File: src/rtl/evt_packer.sv
// Event packetizer: snapshots one event's results and serialises them as SW-bit words to the slow FIFO.
// Optional checksum trailer is compiled in with `define PKT_CHECKSUM_EN.
module evt_packer #(
   parameter int              NCH    = 4,
   parameter int              DW     = 16,
   parameter logic [2*DW-1:0] PID    = 32'h4142504d,
   parameter int              FREE_W = 8
) (
   input  logic                clk,
   input  logic                rst,
   input  logic                evt_rdy,
   input  logic                cal_flag,
   input  logic [DW-1:0]       status,
   input  logic [DW-1:0]       x,
   input  logic [DW-1:0]       y,
   input  logic [DW-1:0]       s,
   input  logic [NCH*2*DW-1:0] power,
   input  logic [NCH*2*DW-1:0] cal_power,
   input  logic [NCH*DW-1:0]   maxv,
   input  logic                rst_evt_cnt,
   input  logic [FREE_W-1:0]   fifo_free,
   output logic                fifo_wr,
   output logic [2*DW-1:0]     fifo_din,
   output logic                busy,
   output logic [15:0]         evt_cnt,
   output logic [15:0]         drop_cnt
);

   localparam int SW  = 2 * DW;
   localparam int NMW = (NCH + 1) / 2;
`ifdef PKT_CHECKSUM_EN
   localparam int CK = 1;
`else
   localparam int CK = 0;
`endif
   localparam int              PKT_LEN = 4 + NCH + NMW + CK;
   localparam int              IW      = $clog2(PKT_LEN + 1);
   localparam logic [IW-1:0]   LEN_I   = IW'(PKT_LEN);
   localparam logic [14:0]     LEN15   = 15'(PKT_LEN);
   localparam logic [31:0]     LEN32   = 32'(PKT_LEN);

   typedef enum logic {IDLE, EMIT} state_t;

   state_t              state_reg;
   logic [IW-1:0]       idx_reg;
   logic                fifo_wr_reg;
   logic [SW-1:0]       fifo_din_reg;
   logic [15:0]         evt_cnt_reg;
   logic [15:0]         drop_cnt_reg;
   logic                cap_cal_reg;
   logic [15:0]         cap_cnt_reg;
   logic [DW-1:0]       cap_x_reg, cap_y_reg, cap_s_reg, cap_status_reg;
   logic [NCH*SW-1:0]   cap_pow_reg;
   logic [NCH*DW-1:0]   cap_maxv_reg;
`ifdef PKT_CHECKSUM_EN
   logic [SW-1:0]       acc_reg;
`endif

   logic [15:0]   evt_base;
   logic [15:0]   drop_base;
   logic          admit;
   logic          drop_evt;
   logic [SW-1:0] word_sel;
   logic [SW-1:0] words [PKT_LEN];

   // Counter clear is applied before any same-cycle event is counted.
   assign evt_base  = rst_evt_cnt ? 16'd0 : evt_cnt_reg;
   assign drop_base = rst_evt_cnt ? 16'd0 : drop_cnt_reg;
   assign admit     = evt_rdy && (state_reg == IDLE) && (32'(fifo_free) >= LEN32);
   assign drop_evt  = evt_rdy && !admit;

   assign words[0] = PID;
   assign words[1] = SW'({cap_cal_reg, LEN15, cap_cnt_reg});
   assign words[2] = {cap_x_reg, cap_y_reg};
   assign words[3] = {cap_s_reg, cap_status_reg};

   genvar gi;
   generate
      for (gi = 0; gi < NCH; gi++) begin : g_pow
         assign words[4+gi] = cap_pow_reg[gi*SW +: SW];
      end
      for (gi = 0; gi < NMW; gi++) begin : g_max
         if (2*gi + 1 < NCH) begin : g_pair
            assign words[4+NCH+gi] = {cap_maxv_reg[2*gi*DW +: DW], cap_maxv_reg[(2*gi+1)*DW +: DW]};
         end else begin : g_last
            assign words[4+NCH+gi] = {cap_maxv_reg[2*gi*DW +: DW], {DW{1'b0}}};
         end
      end
   endgenerate

`ifdef PKT_CHECKSUM_EN
   assign words[PKT_LEN-1] = acc_reg;
`endif

   always_comb begin
      word_sel = '0;
      for (int i = 0; i < PKT_LEN; i++) begin
         if (idx_reg == IW'(i)) word_sel = words[i];
      end
   end

   always_ff @(posedge clk) begin
      if (rst) begin
         state_reg      <= IDLE;
         idx_reg        <= '0;
         fifo_wr_reg    <= 1'b0;
         fifo_din_reg   <= '0;
         evt_cnt_reg    <= '0;
         drop_cnt_reg   <= '0;
         cap_cal_reg    <= 1'b0;
         cap_cnt_reg    <= '0;
         cap_x_reg      <= '0;
         cap_y_reg      <= '0;
         cap_s_reg      <= '0;
         cap_status_reg <= '0;
         cap_pow_reg    <= '0;
         cap_maxv_reg   <= '0;
`ifdef PKT_CHECKSUM_EN
         acc_reg        <= '0;
`endif
      end else begin
         evt_cnt_reg  <= evt_base + 16'(evt_rdy && !cal_flag);
         drop_cnt_reg <= (drop_evt && drop_base != 16'hFFFF) ? drop_base + 16'd1 : drop_base;
         case (state_reg)
            IDLE: begin
               fifo_wr_reg <= 1'b0;
               if (admit) begin
                  cap_cal_reg    <= cal_flag;
                  cap_cnt_reg    <= evt_base;
                  cap_x_reg      <= x;
                  cap_y_reg      <= y;
                  cap_s_reg      <= s;
                  cap_status_reg <= status;
                  cap_pow_reg    <= cal_flag ? cal_power : power;
                  cap_maxv_reg   <= maxv;
                  // W0 is constant, so it goes out straight from the admission edge.
                  fifo_wr_reg    <= 1'b1;
                  fifo_din_reg   <= PID;
                  idx_reg        <= IW'(1);
`ifdef PKT_CHECKSUM_EN
                  acc_reg        <= PID;
`endif
                  state_reg      <= EMIT;
               end
            end
            EMIT: begin
               if (idx_reg == LEN_I) begin
                  fifo_wr_reg <= 1'b0;
                  state_reg   <= IDLE;
               end else begin
                  fifo_din_reg <= word_sel;
                  idx_reg      <= idx_reg + 1'b1;
`ifdef PKT_CHECKSUM_EN
                  acc_reg      <= acc_reg ^ word_sel;
`endif
               end
            end
            default: state_reg <= IDLE;
         endcase
      end
   end

   assign fifo_wr  = fifo_wr_reg;
   assign fifo_din = fifo_din_reg;
   assign busy     = fifo_wr_reg;
   assign evt_cnt  = evt_cnt_reg;
   assign drop_cnt = drop_cnt_reg;

endmodule

File: config.mk
export PLATFORM = sky130hd
export DESIGN_NAME = evt_packer
export DESIGN_NICKNAME = d
export VERILOG_FILES = /design/src/rtl/evt_packer.sv
export SDC_FILE = /design/constraint.sdc
export NUM_CORES = 1
export LEC_CHECK = 0
export ABC_AREA = 1
export CAP_MARGIN = 0
export CORE_AREA = 3 3 200 202
export CTS_CLUSTER_DIAMETER = 150
export DETAILED_ROUTE_END_ITERATION = 16
export DIE_AREA = 0 0 203 205
export PLACE_DENSITY = 0.75
export SETUP_SLACK_MARGIN = 0.05
export SLEW_MARGIN = 40
export SYNTH_ARGS = -nofsm -noshare
export SYNTH_HDL_FRONTEND = slang
export SYNTH_SLANG_ARGS = --single-unit
File: constraint.sdc
create_clock -name clk -period 2.49 [get_ports clk]
set_input_delay 0.6225 -clock clk [delete_from_list [all_inputs] [get_ports clk]]
set_output_delay 0.6225 -clock clk [all_outputs]
set_load 0.02 [all_outputs]
* After elaboration in Yosys (flattened, before gate mapping)
Cells that the tools add are included.
Word-level totals: bits in registers 343, input port bits 397, output and inout bits 66, word-level logic and storage cells 68
Operators by class: add/sub/neg operators 3, order comparisons 1, eq/ne operators 14, multiplexer cells 25, bitwise logic cells 1, reductions and logical operators 10
Operator list (count):
- $mux 32 | 11
- $mux 128 | 1
- $pmux 32 s2 | 1
- $mux 16 | 3
- $mux 31 | 1
- $add 16x1->16 | 1
- $add 16x1->16 const B | 1
- $eq 4x3->1 const B | 4
- $ne 16x16->1 const B | 1
- $eq 4x4->1 const B | 3
- $eq 4x2->1 const B | 2
- $ge 8x4->1 const B | 1
- $mux 4 | 2
- $pmux 4 s2 | 1
- $logic_and 1x1->1 | 5
- $add 4x1->4 const B | 1
- $eq 4x1->1 const B | 1
- $logic_not 4->1 | 1
- $ne 2x2->1 const B | 2
- $pmux 1 s2 | 2
- $reduce_and 2->1 | 2
- $mux 1 | 3
- $logic_not 1->1 | 2
- $ne 2x1->1 const B | 1
- $not 1->1 | 1

* Depth between registers and ports, before layout
Gate-level depths: netlist of the first run.
word-level depth 13, gate-level depth with buffers 16, depth with buffers taken out 16

* Worst setup path before layout of the first run
Ideal clock, no wire load.
path kind input -> register, from input cal_flag, to register evt_cnt_reg[12], in the netlist evt_cnt[12], library setup time 119 ps, data arrival time 2354 ps, required time 2371 ps, slack 17 ps, stages 13, buffers on the path 3, path through clkbuf_1 -> clkbuf_1 -> clkbuf_1 -> nor2_1 -> ha_1 -> ha_1 -> nand2_1 -> nor2_1 -> nand3_1 -> nor3_2 -> nand3_1 -> o21ai_0 -> a21oi_1
Between the ends: cells in the longest elaborated chain, start to end 3
Ends and longest elaborated chain:
- start, declared | RTL line 12 | input logic cal_flag,
- $logic_not 1->1 | RTL line 122 | evt_cnt_reg <= evt_base + 16'(evt_rdy && !cal_flag);
- $logic_and 1x1->1 | RTL line 122
- $add 16x1->16 | RTL line 122
- end signal, assigned | RTL line 122
- end, declared | RTL line 48 | logic [15:0] evt_cnt_reg;
Every way passes these cells. A chain may end at the register's enable or synchronous reset.

* Worst setup path in the final report of the first run
from register idx_reg[1], to register fifo_din_reg[0], in the netlist fifo_din[0]
Between the ends: cells in the longest elaborated chain, start to end 13, elaborated cells between the ends (all ways) 25, classes of those cells eq/ne (11); mux (12); reduce/logical (2)
Ends and longest elaborated chain:
- start, declared | RTL line 45 | logic [IW-1:0] idx_reg;
- start signal, assigned | RTL line 152 | idx_reg <= idx_reg + 1'b1;
- $logic_not 4->1 | RTL line 98 | if (idx_reg == IW'(i)) word_sel = words[i];
- $mux 31 | RTL line 98
- $mux 32 (9 in series) | RTL line 98
- $mux 32 | RTL line 147 | if (idx_reg == LEN_I) begin
- $pmux 32 s2 | RTL line 124 | case (state_reg)
- end signal, assigned | RTL line 151 | fifo_din_reg <= word_sel;
- end, declared | RTL line 47 | logic [SW-1:0] fifo_din_reg;
Parallel ways exist; a longest one is shown, timed or not. The select of a mux whose other input is x is not followed.

==> impl_metrics.tcl, run 1 <==
set metrics [dict create \
    outcome "complete, no violations" \
    n_fill_cell 3548 \
    p_leak_nw 10.2 \
    cts.sink_count 343 \
    drc 0 \
    start_util 0.438 \
    drt_wl_total_um 63300 \
    syn_to_final_growth_pct 41.2 \
    dieArea_um2 41600 \
    cp-start-kind "flip-flop" \
    final_nets 3399 \
    synth_cell_type_count 33 \
    layoutNonFillerInstCount 3547 \
    syn_area_um2 16800 \
    pwr-share-clk 0.411 \
    port-buffer-count 461 \
    m1WireLength_um 25900 \
    fmax_ghz 0.424 \
    slew_headroom 0.651 \
    dr_total_vias 18300 \
    first_pass_iters 5 \
    grt_pass1_vias 17400 \
    clk-insertion-delay-late_ps 520 \
    dr_wl_met3_um 4980 \
    netlist_instances 2580 \
    drt-wirelength-per-cell_um 17.8 \
    path_clk_slew_ps 60 \
    ant_nets 0 \
    critPathRequiredTime_ps 2890 \
    cts_tree "built" \
    worstSetupPathType "flip-flop to flip-flop" \
    grt-ovfl-total 0 \
    cts_made_buffers 38 \
    hold_path.class "flip-flop to flip-flop" \
    tns_ps 0 \
    dieWidth_um 203 \
    vias_per_cell 5.17 \
    synth_nets 2984 \
    p_per_area_nw_per_um2 625 \
    p_sw_mw 3.96 \
    setup_viol 0 \
    tightestPinTransition_ps 524 \
    path_max_fanout 14 \
    largest_reg_flops 128 \
    fp.coreArea_um2 38500 \
    clockRootBuffer "clkbuf_16" \
    holdPathStages 2 \
    vdd_drop_max_uv 393 \
    dp.cells 3473 \
    wl_met2_um 29800 \
    period_needed_ps 2360 \
    num_rows 72 \
    grt_antenna_before_repair 5 \
    setup.worst_path.end_class "flip-flop" \
    drive_gt1_frac 0.0695 \
    place_ws_ps -252 \
    grtUsageTotal 0.291 \
    io_pins 463 \
    yosys_warnings 0 \
    clockBufferDepth 3 \
    gp_congestion 0.922 \
    rsz0062_at_grt "false" \
    yosysSeqAreaShare 0.408 \
    drt_first_iter_violations 1800 \
    cts_setup_buffers 0 \
    r2r_cells 14 \
    grt_pass1_wl_um 95600 \
    p_int_mw 10.9 \
    cts_htree_levels 2 \
    cap_violations 0 \
    skew_ps 22.6 \
    hold_viol 0 \
    post-dp-hpwl_um 48000 \
    power.total_mw 14.9 \
    switching_share 0.266 \
    avgSynthCellArea_um2 6.53 \
    arrival_ps 2760 \
    setup_ws_ps 129 \
    final_common_cell "clkdlybuf4s50_1" \
    combPwrFrac 0.176 \
    grt_max_degree 132 \
    p_seq_frac 0.413 \
    drv_slew 0 \
    top_layer "met4" \
    die_y_um 205 \
    final_cell_mix "clkdlybuf4s50_1 (460), a21oi_1 (420), nand2_1 (405)" \
    period_share 0.948 \
    ys_seq_elements 343 \
]
==> timing repair <==
| item | 4_1_cts | 5_1_grt |
|---|---|---|
| gates cloned | 0 | 0 |
| endpoints found under the setup margin | 4 | 15 |
| gates resized for setup | 1 | 7 |
| hold buffers | 0 | 0 |
==> kinds of logic after synthesis <==
group	Yosys count	share of synthesized area
compound gates	783	0.236
buf+inv	507	0.120
flops	343	0.408
fa+ha+maj	7	0.00520
xor+xnor	13	0.00676
simple gates	927	0.225
==> cells in the mapped netlist (all sizes together) <==
cell	count	area, µm²
buf	56	323
a21oi	420	2100
xnor2	2	17.5
nor3	10	60.1
xor2	11	96.3
or2	26	163
nand3	76	390
and3	1	6.26
a211oi	2	15.0
nand4	14	87.6
o211ai	16	120
ha	7	87.6
nor2	380	1460
inv	325	1220
o21ai	344	1720
nand3b	6	45.0
clkbuf	126	474
nand2	410	1550
dfxtp	343	6870
nor4	4	25.0
o21a	1	7.51
==> power by group through the flow <==
stage / Sequential (mW) / Clock [mW] / Combinational, mW
floorplan: 6.23 / 0 / 1.18
global placement: 6.24 / 0 / 2.53
detailed placement: 6.25 / 0 / 2.58
CTS: 6.14 / 6.15 / 2.60
global route: 6.18 / 6.39 / 2.85
finish: 6.14 / 6.11 / 2.62
==> final timing paths <==
path | slack (ps) | end | start
setup / recovery | 130 | fifo_din[0] | idx_reg[1]
hold / removal | 450 | cap_maxv_reg[3] | cap_maxv_reg[3]
setup reg to reg | 130 | fifo_din[0] | idx_reg[1]
hold reg to reg | 450 | cap_maxv_reg[3] | cap_maxv_reg[3]
==> through the flow <==
step | hold slack, ps | cell area (µm²) | util
finish | 447 | 23800 | 0.618
global route | 465 | 23800 | 0.618
CTS | 447 | 23700 | 0.617
detailed placement | 437 | 22400 | 0.582
global placement | 433 | 22400 | 0.582
floorplan | 425 | 16800 | -
==> final cells by class <==
cell class,count,area [µm²],area share
clock inverter,13,223,0.00937
timing repair buffer,557,5660,0.238
inverter,325,1240,0.0521
clock buffer,55,1140,0.0479
antenna,6,15.0,0.000632
multi-input combinational,1730,7980,0.336
sequential,343,6870,0.289
tap,518,648,0.0273
==> worst max-delay path: stages, from the launching register on <==
cell and delay (ps):
dfxtp_1 400, inv_1 90, ha_1 220, inv_2 120
nor2_2 80, inv_2 130, buf_12 160, nand2_1 50
nand3b_1 250, nand2_1 120, nand2_1 150, nand2_1 100
nand2_1 130, nand2_1 150, a21oi_1 80
==> per-layer routing <==
layer | vias to the layer above | GRT usage
met2 | 767 | 0.490
met1 | 8342 | 0.374
met4 | 0 | 0.119
met3 | 122 | 0.0435
li1 | 9108 | -
met5 | - | 0
Note: power is estimated with default switching activity, not from simulation.
==> run 2: changes to the inputs <==
--- a/config.mk
+++ b/config.mk
@@ -13,6 +13,7 @@
 export DIE_AREA = 0 0 203 205
 export PLACE_DENSITY = 0.75
 export SETUP_SLACK_MARGIN = 0.05
+export SKIP_LAST_GASP = 1
 export SLEW_MARGIN = 40
 export SYNTH_ARGS = -nofsm -noshare
 export SYNTH_HDL_FRONTEND = slang
==> results of run 2 <==
Final layout, timing and power as in run 1 (identical DEF).
